<file path="src/rtl/fir_seq_pkg.sv">
// Shared types and constants for the FIR multiply/accumulate sequencer.
package fir_seq_pkg;

  localparam int IN_W_DEF  = 3;
  localparam int OUT_W_DEF = 16;

  typedef enum logic [2:0] {
    S_IDLE,
    S_ADDR,
    S_MAC1,
    S_MAC2,
    S_MAC3,
    S_DONE
  } state_t;

  // Tap select codes understood by the accumulator; MUL_T1 restarts it from zero.
  localparam logic [3:0] MUL_NONE = 4'b0000;
  localparam logic [3:0] MUL_T1   = 4'b0001;
  localparam logic [3:0] MUL_T2   = 4'b0010;
  localparam logic [3:0] MUL_T3   = 4'b0011;

endpackage

</file>
<file path="src/rtl/fir_mac_seq_if.sv">
// Signal bundle between the sequencer, the sample source, the coefficient RAM and the accumulator.
interface fir_mac_seq_if #(
  parameter int IN_W   = 3,
  parameter int OUT_W  = 16,
  parameter int ADDR_W = 4
) ();

  logic                    iEnSample;
  logic signed [IN_W-1:0]  iFirIn;
  logic                    iCoeffUpdate;
  logic                    iClrOvr;
  logic signed [OUT_W-1:0] iAccOut;

  logic                    oCsnRam;
  logic [ADDR_W-1:0]       oAddrRam;
  logic [3:0]              oEnMul;
  logic                    oEnAdd;
  logic                    oEnAcc;
  logic signed [IN_W-1:0]  oDelay1;
  logic signed [IN_W-1:0]  oDelay2;
  logic signed [IN_W-1:0]  oDelay3;
  logic signed [OUT_W-1:0] oFirOut;
  logic                    oFirValid;
  logic                    oBusy;
  logic                    oOverrun;

  // Sequencer side.
  modport master (
    input  iEnSample, iFirIn, iCoeffUpdate, iClrOvr, iAccOut,
    output oCsnRam, oAddrRam, oEnMul, oEnAdd, oEnAcc,
           oDelay1, oDelay2, oDelay3, oFirOut, oFirValid, oBusy, oOverrun
  );

  // Environment side: sample source, RAM and accumulator.
  modport slave (
    output iEnSample, iFirIn, iCoeffUpdate, iClrOvr, iAccOut,
    input  oCsnRam, oAddrRam, oEnMul, oEnAdd, oEnAcc,
           oDelay1, oDelay2, oDelay3, oFirOut, oFirValid, oBusy, oOverrun
  );

endinterface

</file>
<file path="src/rtl/fir_delay_line.sv">
// Three-stage signed sample shift register; d1 is the newest sample.
module fir_delay_line #(
  parameter int IN_W = 3
) (
  input  logic                   clk,
  input  logic                   rst_n,
  input  logic                   shift,
  input  logic signed [IN_W-1:0] din,
  output logic signed [IN_W-1:0] d1,
  output logic signed [IN_W-1:0] d2,
  output logic signed [IN_W-1:0] d3
);

  // NOTE: non-blocking assignments make all three stages sample their old neighbour at the same edge.
  always_ff @(posedge clk or negedge rst_n) begin
    if (!rst_n) begin
      d1 <= '0;
      d2 <= '0;
      d3 <= '0;
    end else if (shift) begin
      d3 <= d2;
      d2 <= d1;
      d1 <= din;
    end
  end

endmodule

</file>
<file path="src/rtl/fir_mac_seq.sv">
// Per-sample sequencer for the 3-tap transposed FIR: shifts samples, reads coefficients,
// steps the accumulator through its taps and captures the finished result.
module fir_mac_seq
  import fir_seq_pkg::*;
#(
  parameter int IN_W       = IN_W_DEF,
  parameter int OUT_W      = OUT_W_DEF,
  parameter int ADDR_W     = 4,
  parameter int COEFF_BASE = 0
) (
  input  logic           iClk_12M,
  input  logic           iRsn,
  fir_mac_seq_if.master  bus
);

  localparam logic [ADDR_W-1:0] BASE0 = ADDR_W'(COEFF_BASE);
  localparam logic [ADDR_W-1:0] BASE1 = ADDR_W'(COEFF_BASE + 1);
  localparam logic [ADDR_W-1:0] BASE2 = ADDR_W'(COEFF_BASE + 2);

  state_t state, state_nxt;
  logic   accept;
  logic   drop;

  // A strobe starts a sequence only from IDLE with the RAM stable; anything else is lost.
  assign accept = (state == S_IDLE) && bus.iEnSample && !bus.iCoeffUpdate;
  assign drop   = bus.iEnSample && !accept;

  fir_delay_line #(.IN_W(IN_W)) u_delay (
    .clk   (iClk_12M),
    .rst_n (iRsn),
    .shift (accept),
    .din   (bus.iFirIn),
    .d1    (bus.oDelay1),
    .d2    (bus.oDelay2),
    .d3    (bus.oDelay3)
  );

  always_ff @(posedge iClk_12M or negedge iRsn) begin
    if (!iRsn) state <= S_IDLE;
    else       state <= state_nxt;
  end

  // RAM reads run one state ahead of the tap that consumes the coefficient.
  always_comb begin
    // NOTE: every output gets a default first so no path through the case leaves one unassigned (no latches).
    state_nxt    = state;
    bus.oCsnRam  = 1'b1;
    bus.oAddrRam = BASE0;
    bus.oEnMul   = MUL_NONE;
    bus.oEnAdd   = 1'b0;
    bus.oEnAcc   = 1'b0;
    unique case (state)
      S_IDLE: if (accept) state_nxt = S_ADDR;
      S_ADDR: begin
        state_nxt   = S_MAC1;
        bus.oCsnRam = 1'b0;
      end
      S_MAC1: begin
        state_nxt    = S_MAC2;
        bus.oCsnRam  = 1'b0;
        bus.oAddrRam = BASE1;
        bus.oEnMul   = MUL_T1;
        bus.oEnAdd   = 1'b1;
        bus.oEnAcc   = 1'b1;
      end
      S_MAC2: begin
        state_nxt    = S_MAC3;
        bus.oCsnRam  = 1'b0;
        bus.oAddrRam = BASE2;
        bus.oEnMul   = MUL_T2;
        bus.oEnAdd   = 1'b1;
        bus.oEnAcc   = 1'b1;
      end
      S_MAC3: begin
        state_nxt  = S_DONE;
        bus.oEnMul = MUL_T3;
        bus.oEnAdd = 1'b1;
        bus.oEnAcc = 1'b1;
      end
      S_DONE:  state_nxt = S_IDLE;
      default: state_nxt = S_IDLE;
    endcase
  end

  assign bus.oBusy = (state != S_IDLE);

  always_ff @(posedge iClk_12M or negedge iRsn) begin
    if (!iRsn) begin
      bus.oFirOut   <= '0;
      bus.oFirValid <= 1'b0;
    end else begin
      bus.oFirValid <= (state == S_DONE);
      if (state == S_DONE) bus.oFirOut <= bus.iAccOut;
    end
  end

  // Set has priority over clear so a drop in the clearing cycle is never lost.
  always_ff @(posedge iClk_12M or negedge iRsn) begin
    if (!iRsn)              bus.oOverrun <= 1'b0;
    else if (drop)          bus.oOverrun <= 1'b1;
    else if (bus.iClrOvr)   bus.oOverrun <= 1'b0;
  end

endmodule

</file>
<file path="src/flat_wrapper.sv">
// flat-port wrapper written by rule: the top's interface ports become plain ports
module fir_mac_seq_flat import fir_seq_pkg::*;
#(
  parameter int IN_W       = IN_W_DEF,
  parameter int OUT_W      = OUT_W_DEF,
  parameter int ADDR_W     = 4,
  parameter int COEFF_BASE = 0
)
  (iClk_12M, iRsn, bus_iEnSample, bus_iFirIn, bus_iCoeffUpdate, bus_iClrOvr, bus_iAccOut, bus_oCsnRam, bus_oAddrRam, bus_oEnMul, bus_oEnAdd, bus_oEnAcc, bus_oDelay1, bus_oDelay2, bus_oDelay3, bus_oFirOut, bus_oFirValid, bus_oBusy, bus_oOverrun);
  fir_mac_seq_if #(.IN_W(IN_W), .OUT_W(OUT_W), .ADDR_W(ADDR_W)) bus_i ();
  input  logic iClk_12M;
  input  logic iRsn;
  input wire logic [$bits(bus_i.iEnSample)-1:0] bus_iEnSample;
  input wire logic [$bits(bus_i.iFirIn)-1:0] bus_iFirIn;
  input wire logic [$bits(bus_i.iCoeffUpdate)-1:0] bus_iCoeffUpdate;
  input wire logic [$bits(bus_i.iClrOvr)-1:0] bus_iClrOvr;
  input wire logic [$bits(bus_i.iAccOut)-1:0] bus_iAccOut;
  output wire logic [$bits(bus_i.oCsnRam)-1:0] bus_oCsnRam;
  output wire logic [$bits(bus_i.oAddrRam)-1:0] bus_oAddrRam;
  output wire logic [$bits(bus_i.oEnMul)-1:0] bus_oEnMul;
  output wire logic [$bits(bus_i.oEnAdd)-1:0] bus_oEnAdd;
  output wire logic [$bits(bus_i.oEnAcc)-1:0] bus_oEnAcc;
  output wire logic [$bits(bus_i.oDelay1)-1:0] bus_oDelay1;
  output wire logic [$bits(bus_i.oDelay2)-1:0] bus_oDelay2;
  output wire logic [$bits(bus_i.oDelay3)-1:0] bus_oDelay3;
  output wire logic [$bits(bus_i.oFirOut)-1:0] bus_oFirOut;
  output wire logic [$bits(bus_i.oFirValid)-1:0] bus_oFirValid;
  output wire logic [$bits(bus_i.oBusy)-1:0] bus_oBusy;
  output wire logic [$bits(bus_i.oOverrun)-1:0] bus_oOverrun;
  assign bus_i.iEnSample = bus_iEnSample;
  assign bus_i.iFirIn = bus_iFirIn;
  assign bus_i.iCoeffUpdate = bus_iCoeffUpdate;
  assign bus_i.iClrOvr = bus_iClrOvr;
  assign bus_i.iAccOut = bus_iAccOut;
  assign bus_oCsnRam = bus_i.oCsnRam;
  assign bus_oAddrRam = bus_i.oAddrRam;
  assign bus_oEnMul = bus_i.oEnMul;
  assign bus_oEnAdd = bus_i.oEnAdd;
  assign bus_oEnAcc = bus_i.oEnAcc;
  assign bus_oDelay1 = bus_i.oDelay1;
  assign bus_oDelay2 = bus_i.oDelay2;
  assign bus_oDelay3 = bus_i.oDelay3;
  assign bus_oFirOut = bus_i.oFirOut;
  assign bus_oFirValid = bus_i.oFirValid;
  assign bus_oBusy = bus_i.oBusy;
  assign bus_oOverrun = bus_i.oOverrun;
  fir_mac_seq #(.IN_W(IN_W), .OUT_W(OUT_W), .ADDR_W(ADDR_W), .COEFF_BASE(COEFF_BASE)) u_core (.iClk_12M(iClk_12M), .iRsn(iRsn), .bus(bus_i));
endmodule
</file>
<file path="config.mk">
export PLATFORM = sky130hd
export DESIGN_NAME = fir_mac_seq_flat
export DESIGN_NICKNAME = d
export VERILOG_FILES = /design/src/rtl/fir_seq_pkg.sv /design/src/rtl/fir_mac_seq_if.sv /design/src/rtl/fir_delay_line.sv /design/src/rtl/fir_mac_seq.sv /design/src/flat_wrapper.sv
export SDC_FILE = /design/constraint.sdc
export NUM_CORES = 1
export LEC_CHECK = 0
export ABC_AREA = 1
export BUFFER_PORTS_ARGS = -buffer_cell sky130_fd_sc_hd__buf_4
export CORE_MARGIN = 2
export CORE_UTILIZATION = 40
export CTS_CLUSTER_SIZE = 25
export DETAILED_ROUTE_END_ITERATION = 7
export PLACE_DENSITY = 0.74
export REMOVE_ABC_BUFFERS = 1
export SKIP_LAST_GASP = 1
export SYNTH_ARGS = -nofsm -noshare
export SYNTH_HDL_FRONTEND = slang
export SYNTH_SLANG_ARGS = --single-unit
</file>
<file path="constraint.sdc">
create_clock -name iClk_12M -period 1.6 [get_ports iClk_12M]
set_input_delay 0.48 -clock iClk_12M [delete_from_list [all_inputs] [get_ports iClk_12M]]
set_output_delay 0.48 -clock iClk_12M [all_outputs]
set_load 0.02 [all_outputs]
</file>
==> key figures, run 1 <==
STA
  • Final slew viol count: 0
  • Fmax: 0.5595 GHz
  • Post-layout worst setup margin: -187.2 ps
  • Fin crit share: 1.117
  • RSZ-0062 raised after global routing: yes
  • Hold Violations, Final: 0
  • Post-layout min period: 1787 ps
  • Final setup fails: 8
  • Setup tns final: -1271 ps
  • Fin Clk Skew: 15.40 ps

Die
  • Die H: 60.57 microns
  • Core footprint: 3053 sq um
  • DIE AREA: 3669 sq um
  • Die X: 60.57 microns
  • Placement row count: 20
  • Ports: 63
  • Starting Density: 0.4193

Clock tree
  • Root Buffer: clkbuf_4
  • Clock sinks: 30
  • Clk slew on worst S/H paths: 100 ps
  • Clock buffer depth: 2
  • CTS tree: built
  • Worst skew pair latency: 330 ps
  • Hold Buf Count CTS: 0
  • H-tree depth: 2
  • Total CTS buffers: 5

Detailed routing
  • Final ANT Viol Nets: 0
  • 1st-iter DRT viols: 59
  • Routed WL: 3160 microns
  • Routed vias/inst: 4.713
  • 1st-pass router iterations: 4
  • Average wire per standard cell: 12.25 microns
  • DRC: 0
  • Total vias in the final route: 1,216

Synthesis
  • Seq/Total Area, Yosys: 0.5865
  • Synth warn: 0
  • Avg Cell Area, Syn: 8.767 sq um
  • Cell variety after synth: 15
  • Netlist Area Pre-Place: 1280 sq um
  • Synth Register Bits: 30
  • Synthesized instance count: 146
  • Largest cells by area after synthesis: dfrtp_1 (59%), nand2_1 (22%), nand4_1 (4.4%)
  • Proportion of netlist area held by the largest area contributor: 0.5865
  • Yosys top cell by area: dfrtp_1

Worst setup path
  • Critical path fanouts, max: 5
  • Max stage delay on crit path: 500 ps
  • CP required: 1120 ps
  • Type of the worst setup path: reg -> out
  • Worst path slowest cell: dfrtp_2
  • Top delay family on crit path: flip-flops
  • Buf/Inv on CP: 1
  • Worst-path cell chain: nand3_2 > nand2_2 > nor2_2 > buf_6
  • Worst setup SP type: flip-flop
  • Data arrival, critical path: 1310 ps
  • Setup crit end kind: output port

Run status
  • Status: finished with violations
  • Failing checks: negative setup slack

Power
  • Switching Power: 1.841 mW
  • Worst VDD drop: 1066 uV
  • Leakage: 1.078 nW
  • Clk pwr share: 0.112
  • Power Total: 4.173 mW
  • Internal Power: 2.331 mW
  • Comb pwr share: 0.557
  • Switching Share: 0.4413
  • PD cells: 2180 nW/um^2
  • Sequential power share: 0.331

Finish
  • Final core occ: 0.6270
  • Antenna diode count: 0
  • Layout area overhead: 49.56%
  • Commonest cells after routing, fill and taps aside: nand2_1 (71), buf_4 (61), dfrtp_1 (28)
  • Layout Nets: 237
  • Post-route cell area: 1914 sq um
  • Share of cells above drive strength 1: 0.4346
  • # fillers: 276
  • Commonest non-fill, non-tap cell in the layout: nand2_1

Hold path
  • Tightest Hold Check Type: in -> async

GRT
  • Global-route wire length before repair: 4981 microns
  • Number of global-route vias before repair: 1,169
  • Initial antenna violation count: 0
  • Largest net degree at the start of global routing: 31
  • Total GRT Usage: 0.1889
  • Overflow after GRT: 0

Place
  • Final RePlAce weighted congestion: 0.7873
  • Placement Cell Area: 1727 sq um
  • Pre-CTS setup slack: 76.59 ps
  • Count of input and output buffers: 58
  • Final HPWL DP: 2176 microns

Run
  • Max_cap viols: 0
area by class of cell:
| cell class | count | area (sq um) | share of cell area |
|---|---|---|---|
| Clock buffer | 7 | 55.05 | 0.02876 |
| Clock inverter | 1 | 5.005 | 0.002614 |
| Inverter | 8 | 32.53 | 0.01699 |
| Multi-Input combinational cell | 100 | 476.7 | 0.2490 |
| Sequential cell | 30 | 753.2 | 0.3935 |
| Tap cell | 44 | 55.05 | 0.02876 |
| Timing Repair Buffer | 68 | 536.8 | 0.2804 |
logic make-up (layout without fill, tap and decap cells):
group,after synthesis,in the layout,share of synthesized area
AOI/OAI and AO/OA,4,4,0.01563
buffers and inverters,19,84,0.08993
DFF,30,30,0.5865
other,1,4,0.002930
and+or+nand+nor,92,92,0.3050
per-layer routing:
layer	vias to the layer above	part of all wire	wire length, microns	GRT usage
met3	4	0.077	244	0.08316
met1	574	0.41	1310	0.2117
met4	0	0.010	33	0.07143
met2	55	0.50	1572	0.3180
li1	583	-	-	-
met5	-	0	0	0
per-stage QoR:
step	hold slack, ps	cells
after floorplan	184.4	138
after global placement	420.7	244
after detailed placement	430.8	244
after CTS	52.71	258
after global routing	62.58	258
final	56.96	258
registers in the layout (all words and copies together), names as in the netlist:
name,cells
u_core.bus.oFirOut,16
u_core.state,3
u_core.u_delay.d1,3
u_core.u_delay.d2,3
u_core.u_delay.d3,3
u_core.bus.oFirValid,1
u_core.bus.oOverrun,1
cells in the mapped netlist (all sizes together):
library cell  number
nand2             75
dfrtp             30
buf               11
nand4              9
inv                8
nand3              4
nor2               4
o21ai              3
a21oi              1
conb               1
power groups by stage:
stage	combinational, mW	sequential [mW]	clock (mW)
2_1_floorplan	0.691	1.72	0
3_3_place_gp	1.95	1.34	0
3_5_place_dp	2.01	1.36	0
4_1_cts	2.22	1.37	0.486
5_1_grt	2.50	1.42	0.519
6_report	2.32	1.38	0.468
what timing repair did:
action / in CTS / in global routing
resized for setup: 16 / 10
setup buffers: 6 / 0
endpoints found under the setup margin: 8 / 8
gates cloned: 0 / 0
pin swaps: 4 / 2
final timing paths:
| path | start | endpoint | slack, ps | cells after the start |
|---|---|---|---|---|
| worst max-delay path | u_core.state[1] | bus_oCsnRam | -190 | 4 |
| worst min-delay path | iRsn | u_core.u_delay.d2[1] | 60 | 1 |
| worst max register to register | u_core.state[1] | u_core.u_delay.d3[2] | 160 | 6 |
| worst min register to register | u_core.u_delay.d3[1] | u_core.u_delay.d3[1] | 480 | 2 |
| max in group asynchronous | iRsn | u_core.state[0] | 1250 | 1 |
| min in group iClk_12M | bus_iAccOut[11] | u_core.bus.oFirOut[11] | 340 | 3 |
(Power assumes the default switching activity.)
==> run 2, diff against run 1 <==
--- a/config.mk
+++ b/config.mk
@@ -6,12 +6,12 @@
 export NUM_CORES = 1
 export LEC_CHECK = 0
 export ABC_AREA = 1
-export BUFFER_PORTS_ARGS = -buffer_cell sky130_fd_sc_hd__buf_4
 export CORE_MARGIN = 2
-export CORE_UTILIZATION = 40
+export CORE_UTILIZATION = 54
 export CTS_CLUSTER_SIZE = 25
 export DETAILED_ROUTE_END_ITERATION = 7
-export PLACE_DENSITY = 0.74
+export DONT_BUFFER_PORTS = 1
+export PLACE_DENSITY = 0.72
 export REMOVE_ABC_BUFFERS = 1
 export SKIP_LAST_GASP = 1
 export SYNTH_ARGS = -nofsm -noshare
==> key figures, run 2 (synthesized netlist as in run 1, its figures left out) <==
Run status
  • Status: finished with violations
  • Failing checks: negative setup slack

Die
  • Core footprint: 2233 sq um (-27%)
  • Die H: 52.69 microns (-13%)
  • Ports: 63 (unchanged)
  • Starting Density: 0.5731 (+0.1538)
  • Die X: 52.69 microns (-13%)
  • Placement row count: 17 (-15%)
  • DIE AREA: 2776 sq um (-24%)

STA
  • Final hold slack: 268.3 ps (+211.3 ps)
  • Final slew viol count: 0 (unchanged)
  • Post-layout worst setup margin: -145.6 ps (+41.64 ps)
  • Fin crit share: 1.091 (-0.02603)
  • Hold Violations, Final: 0 (unchanged)
  • Fin Clk Skew: 3.600 ps (-11.80 ps)
  • RSZ-0062 raised after global routing: yes
  • Post-layout min period: 1746 ps (-41.64 ps)
  • Fmax: 0.5729 GHz (+2.4%)
  • Final setup fails: 8 (unchanged)

Hold path
  • Tightest Hold Check Type: in -> reg

Worst setup path
  • Top delay family on crit path: flip-flops
  • Worst setup SP type: flip-flop
  • Type of the worst setup path: reg -> out
  • Buf/Inv on CP: 2 (+1)
  • Max stage delay on crit path: 490 ps (about the same)
  • Data arrival, critical path: 1270 ps (-40 ps)
  • Worst-path cell chain: inv_4 > nand3_4 > nand2_4 > nor2_4 > buf_6
  • Worst path slowest cell: dfrtp_2
  • CP required: 1120 ps (about the same)
  • Setup crit end kind: output port
  • Critical path fanouts, max: 5 (unchanged)

Detailed routing
  • Total vias in the final route: 1,013 (-17%)
  • Routed WL: 2791 microns (-12%)
  • 1st-pass router iterations: 4 (unchanged)
  • Average wire per standard cell: 14.54 microns (+19%)
  • Final ANT Viol Nets: 0 (unchanged)
  • Routed vias/inst: 5.276 (+12%)
  • DRC: 0 (unchanged)
  • 1st-iter DRT viols: 40 (-32%)

Power
  • PD cells: 2386 nW/um^2 (+9.5%)
  • Clk pwr share: 0.108 (-0.004)
  • Comb pwr share: 0.397 (-0.160)
  • Leakage: 0.8300 nW (-23%)
  • Switching Share: 0.4799 (+0.03861)
  • Worst VDD drop: 1850 uV (+74%)
  • Internal Power: 1.913 mW (-18%)
  • Switching Power: 1.765 mW (-4.1%)
  • Sequential power share: 0.495 (+0.164)

Finish
  • Max FFs per register: 16 (unchanged)
  • Antenna diode count: 0 (unchanged)
  • Commonest cells after routing, fill and taps aside: nand2_1 (71), dfrtp_1 (27), buf_4 (14)
  • Most flop-heavy register: u_core.bus.oFirOut
  • # fillers: 162 (-41%)
  • Area occupied by multi-input gates: 491.7 sq um (+3.1%)
  • Sequential standard cell area: 754.5 sq um (+0.17%)
  • Finished Layout Cells: 192 (-26%)
  • Share of cells above drive strength 1: 0.2683 (-0.1663)
  • Layout Nets: 188 (-21%)
  • Commonest non-fill, non-tap cell in the layout: nand2_1
  • Layout area overhead: 20.43%

Clock tree
  • Total CTS buffers: 5 (unchanged)
  • H-tree depth: 2 (unchanged)
  • Root Buffer: clkbuf_4
  • CTS tree: built
  • Clk slew on worst S/H paths: 90 ps (about the same)
  • Clock sinks: 30 (unchanged)
  • Worst skew pair latency: 310 ps (-20 ps)
  • Clock buffer depth: 2 (unchanged)

Place
  • Final HPWL DP: 1856 microns (-15%)
  • Final RePlAce weighted congestion: 0.8628 (+9.6%)
  • Inst Count DP: 173 (-29%)
  • Count of input and output buffers: 0 (-100%)

GRT
  • Initial antenna violation count: 0 (unchanged)
  • Number of global-route vias before repair: 1,009 (-14%)
  • Global-route wire length before repair: 4388 microns (-12%)
  • Total GRT Usage: 0.2250 (+0.03605)
  • Largest net degree at the start of global routing: 31 (unchanged)
  • Overflow after GRT: 0 (unchanged)

Run
  • Max_cap viols: 0 (unchanged)
[run 2: changes by cell type in the layout (fill, tap and decap cells not counted), moves of 2 or more]
cell     previous run  this run
buf_6               7         2
buf_4              61        14
buf_12              0         2
nand3_2             3         1
nand3_4             1         3
[run 2: metrics by stage]
| step | setup TNS [ps] | area, sq um | util | worst slack (ps) | power, mW |
|---|---|---|---|---|---|
| after detailed placement | 0 | 1306 | 0.5849 | 49.69 | 2.807 |
| after floorplan | -922.8 | 1206 | - | -238.8 | 2.412 |
| after CTS | -671.9 | 1486 | 0.6655 | -132.8 | 3.528 |
| after global routing | -1426 | 1541 | 0.6902 | -214.3 | 3.924 |
| final | -903.7 | 1541 | 0.6902 | -145.6 | 3.678 |
| after global placement | 0 | 1306 | 0.5849 | 169.3 | 2.716 |
[run 2: cell type report]
class	instances	share of cell area
clock buffer	5	0.02435
multi-input combinational	100	0.3190
tap	28	0.02273
inverter	8	0.02273
sequential	30	0.4894
clock inverter	2	0.006493
timing repair buffer	19	0.1153
[run 2: path summary, 6_finish.rpt]
check,startpoint,endpoint,slack [ps],depth (start not counted)
worst max-delay path,u_core.state[0],bus_oCsnRam,-150,5
worst min-delay path,bus_iAccOut[10],u_core.bus.oFirOut[10],270,2
worst max register to register,u_core.state[0],u_core.state[1],70,9
worst min register to register,u_core.bus.oFirOut[12],u_core.bus.oFirOut[12],630,2
max in group asynchronous,iRsn,u_core.state[0],830,2
min in group asynchronous,iRsn,u_core.u_delay.d2[1],600,2
[run 2: layer usage]
metal  wire length [microns]  global-route usage  share of wire
met1                    1061              0.2509           0.38
met3                     229             0.07714          0.082
met2                    1444              0.3729           0.52
met5                       0                   0              0
met4                      55              0.1239          0.020
[run 2: repair_timing]
action / CTS / global route
hold endpoints to repair: 30 / 0
pin swaps: 5 / 5
hold buffers: 2 / 0
setup buffers: 9 / 1
resized for setup: 14 / 11
endpoints found under the setup margin: 8 / 8
[run 2: power by group through the flow]
stage	sequential (mW)	combinational, mW	clock [mW]
2_1_floorplan	1.72	0.691	0
3_3_place_gp	1.78	0.934	0
3_5_place_dp	1.79	1.01	0
4_1_cts	1.80	1.32	0.411
5_1_grt	1.87	1.60	0.453
6_report	1.82	1.46	0.397
[run 2: worst reg2reg max path, stage by stage, from the launching register on]
cell	delay, ps
dfrtp_2	480
inv_4	80
nand3_4	90
nand2_4	70
buf_4	130
buf_4	120
buf_4	120
buf_4	120
buf_4	120
buf_4	120
==> run 3, diff against run 2 <==
--- a/config.mk
+++ b/config.mk
@@ -16,4 +16,5 @@
 export SKIP_LAST_GASP = 1
 export SYNTH_ARGS = -nofsm -noshare
 export SYNTH_HDL_FRONTEND = slang
+export SYNTH_HIERARCHICAL = 1
 export SYNTH_SLANG_ARGS = --single-unit
==> constraint.sdc (replaced) <==
create_clock -name iClk_12M -period 1.6 [get_ports iClk_12M]
set_input_delay 0.32 -clock iClk_12M [delete_from_list [all_inputs] [get_ports iClk_12M]]
set_output_delay 0.32 -clock iClk_12M [all_outputs]
set_load 0.02 [all_outputs]
==> key figures, run 3 <==
STA
  • Fmax: 0.6478 GHz (+13%)
  • RSZ-0062 raised after global routing: yes
  • Final slew viol count: 0 (unchanged)
  • Hold Violations, Final: 0 (unchanged)
  • Fin Clk Skew: 5.577 ps (+1.978 ps)
  • Fin crit share: 0.9648 (-0.1262)
  • Setup tns final: 0 ps (+903.7 ps)
  • Post-layout min period: 1544 ps (-201.9 ps)
  • Final setup fails: 0 (-8)

Clock tree
  • Total CTS buffers: 5 (unchanged)
  • Clk slew on worst S/H paths: 80 ps (about the same)
  • H-tree depth: 2 (unchanged)
  • Root Buffer: clkbuf_4
  • CTS tree: built
  • Clock buffer depth: 2 (unchanged)
  • Worst skew pair latency: 310 ps (about the same)
  • Clock sinks: 30 (unchanged)

Detailed routing
  • WL met1: 940 microns (-11%)
  • Met3 WL: 210 microns (-8.3%)
  • Routed WL: 2339 microns (-16%)
  • Metal2 WL: 1140 microns (-21%)
  • 1st-iter DRT viols: 4 (-90%)
  • Routed vias/inst: 4.885 (-7.4%)
  • 1st-pass router iterations: 2 (-2)
  • Average wire per standard cell: 12.85 microns (-12%)
  • Final ANT Viol Nets: 0 (unchanged)
  • Highest routed layer: met4
  • DRC: 0 (unchanged)
  • Total vias in the final route: 889 (-12%)

Finish
  • Layout Nets: 178 (-5.3%)
  • Commonest cells after routing, fill and taps aside: nand2_1 (81), dfrtp_1 (28), buf_4 (6), inv_1 (6), clkbuf_4 (5)
  • Share of cells above drive strength 1: 0.1429 (-0.1254)
  • Layout area overhead: 9.164%
  • Finished Layout Cells: 182 (-5.2%)
  • Max FFs per register: 16 (unchanged)
  • Final core occ: 0.6191 (-0.07112)
  • Most flop-heavy register: u_core/bus.oFirOut
  • Antenna diode count: 0 (unchanged)
  • Commonest non-fill, non-tap cell in the layout: nand2_1

Synthesis
  • Largest cells by area after synthesis: dfrtp_1 (60%), nand2_1 (25%), buf_4 (3.6%)
  • Count leader, synth: nand2_1
  • Simple-Gate Fraction of Synth Area: 0.2820 (-0.02301)
  • Proportion of netlist area held by the largest area contributor: 0.6042 (+0.01772)
  • Avg Cell Area, Syn: 8.628 sq um (-1.6%)
  • Combinational family with the most area after synthesis: simple AND/OR/NAND/NOR gates
  • Netlist Area Pre-Place: 1242 sq um (-2.9%)
  • Xor-xnor portion of the synthesized cell area: 0 (unchanged)
  • Cell variety after synth: 13 (-2)
  • Yosys top cell by area: dfrtp_1
  • Mux cell area share after synthesis: 0 (unchanged)
  • Synth warn: 6 (+6)
  • Post-synthesis adder-cell area fraction: 0 (unchanged)
  • Complex-gate fraction of the synthesized area: 0.02417 (+0.008529)
  • Seq/Total Area, Yosys: 0.6042 (+0.01772)
  • Synth top cells by count: nand2_1 (83), dfrtp_1 (30), inv_1 (7)
  • Synth Register Bits: 30 (unchanged)
  • Post-synth EDFFs: 0 (unchanged)
  • Main flop type after synthesis: dfrtp_1
  • Async SR Flop Fraction: 1.000 (unchanged)
  • Synthesized instance count: 144 (-1.4%)

GRT
  • Number of global-route vias before repair: 882 (-13%)
  • Total GRT Usage: 0.1979 (-0.02710)
  • Largest net degree at the start of global routing: 31 (unchanged)
  • Global-route wire length before repair: 3698 microns (-16%)
  • Overflow after GRT: 0 (unchanged)
  • Initial antenna violation count: 0 (unchanged)

Place
  • Inst Count DP: 168 (-2.9%)
  • Final HPWL DP: 1570 microns (-15%)
  • Count of input and output buffers: 0 (unchanged)
  • Final RePlAce weighted congestion: 0.6954 (-19%)

Hold path
  • Tightest Hold Check Type: in -> reg

Power
  • Leakage: 0.7587 nW (-8.6%)
  • PD cells: 2283 nW/um^2 (-4.3%)
  • Worst VDD drop: 1693 uV (-8.5%)
  • Power Total: 3.096 mW (-16%)

Worst setup path
  • Worst setup SP type: flip-flop
  • Buf/Inv on CP: 1 (-1)
  • Data arrival, critical path: 1220 ps (-50 ps)
  • Max stage delay on crit path: 400 ps (-90 ps)
  • Top delay family on crit path: simple AND/OR/NAND/NOR gates
  • Worst path slowest cell: dfrtp_1
  • Worst-path cell chain: inv_2 > nand2_1 > nor2_1
  • Critical path fanouts, max: 5 (unchanged)
  • Type of the worst setup path: reg -> out
  • Setup crit end kind: output port
  • CP required: 1280 ps (+160 ps)

Die
  • Ports: 63 (unchanged)
  • Starting Density: 0.5671 (-0.006005)
  • DIE AREA: 2700 sq um (-2.7%)
  • Core footprint: 2191 sq um (-1.9%)
  • Die H: 51.97 microns (-1.4%)
  • Placement row count: 17 (unchanged)
  • Die X: 51.97 microns (-1.4%)

Run status
  • Status: finished clean

Run
  • Max_cap viols: 0 (unchanged)
==> run 3: logic make-up (layout without fill, tap and decap cells) <==
family	after synthesis	after routing
AOI/OAI and AO/OA	6	6
buffers and inverters	18	25
other	1	4
and+or+nand+nor	89	89
DFF	30	30
==> run 3: worst register-to-register path, stage by stage (launching register included) <==
cell and delay (ps):
dfrtp_2 450, nor2_4 140, nand3_1 110, inv_1 250, inv_2 140, nand2_1 90
nand2_1 60
==> run 3: final cells by class <==
| class | count | area (sq um) |
|---|---|---|
| clock buffers | 7 | 45.04 |
| fillers | 209 | 834.6 |
| inverters | 10 | 40.04 |
| multi-input cells | 99 | 407.9 |
| flip-flops and latches | 30 | 753.2 |
| well taps | 28 | 35.03 |
| repair buffers | 8 | 75.07 |
==> run 3: metrics by stage <==
stage | setup slack [ps] | hold slack (ps) | instance area (sq um)
2_1_floorplan | 171.7 | 24.41 | 1186
3_3_place_gp | 238.2 | 25.07 | 1229
3_5_place_dp | 194.8 | 24.99 | 1229
4_1_cts | 4.505 | 100.3 | 1351
5_1_grt | -19.26 | 94.53 | 1356
6_report | 56.27 | 113.2 | 1356
==> run 3: worst paths after layout <==
check | startpoint | to | slack [ps] | cells after the start
max in group asynchronous | iRsn | u_core/state[1] | 970 | 2
min in group asynchronous | iRsn | u_core/state[2] | 460 | 2
hold / removal | bus_iAccOut[1] | u_core/bus.oFirOut[1] | 110 | 2
setup / recovery | u_core/state[2] | bus_oAddrRam[1] | 60 | 3
hold reg to reg | u_core/u_delay/d3[0] | u_core/u_delay/d3[0] | 620 | 2
setup reg to reg | u_core/state[0] | u_core/u_delay/d2[0] | 270 | 6
==> run 3: timing repair <==
action,in CTS,in global routing
hold buffers,2,0
hold endpoints to repair,30,0
buffers inserted,5,0
resized for setup,7,2
setup endpoints to repair,6,2
==> run 3: report_power, final <==
| group | switching, mW | internal [mW] | leakage (nW) | total (mW) |
|---|---|---|---|---|
| registers | 0.668 | 1.11 | 0.369 | 1.78 |
| clock network | 0.218 | 0.165 | 0.0254 | 0.384 |
| logic | 0.611 | 0.322 | 0.365 | 0.934 |
| total | 1.50 | 1.60 | 0.759 | 3.10 |
==> run 3: metal layers <==
metal,global-route usage,up-vias
met4,0.1316,0
li1,-,442
met2,0.3249,44
met3,0.07759,7
met1,0.2075,396
met5,0,-
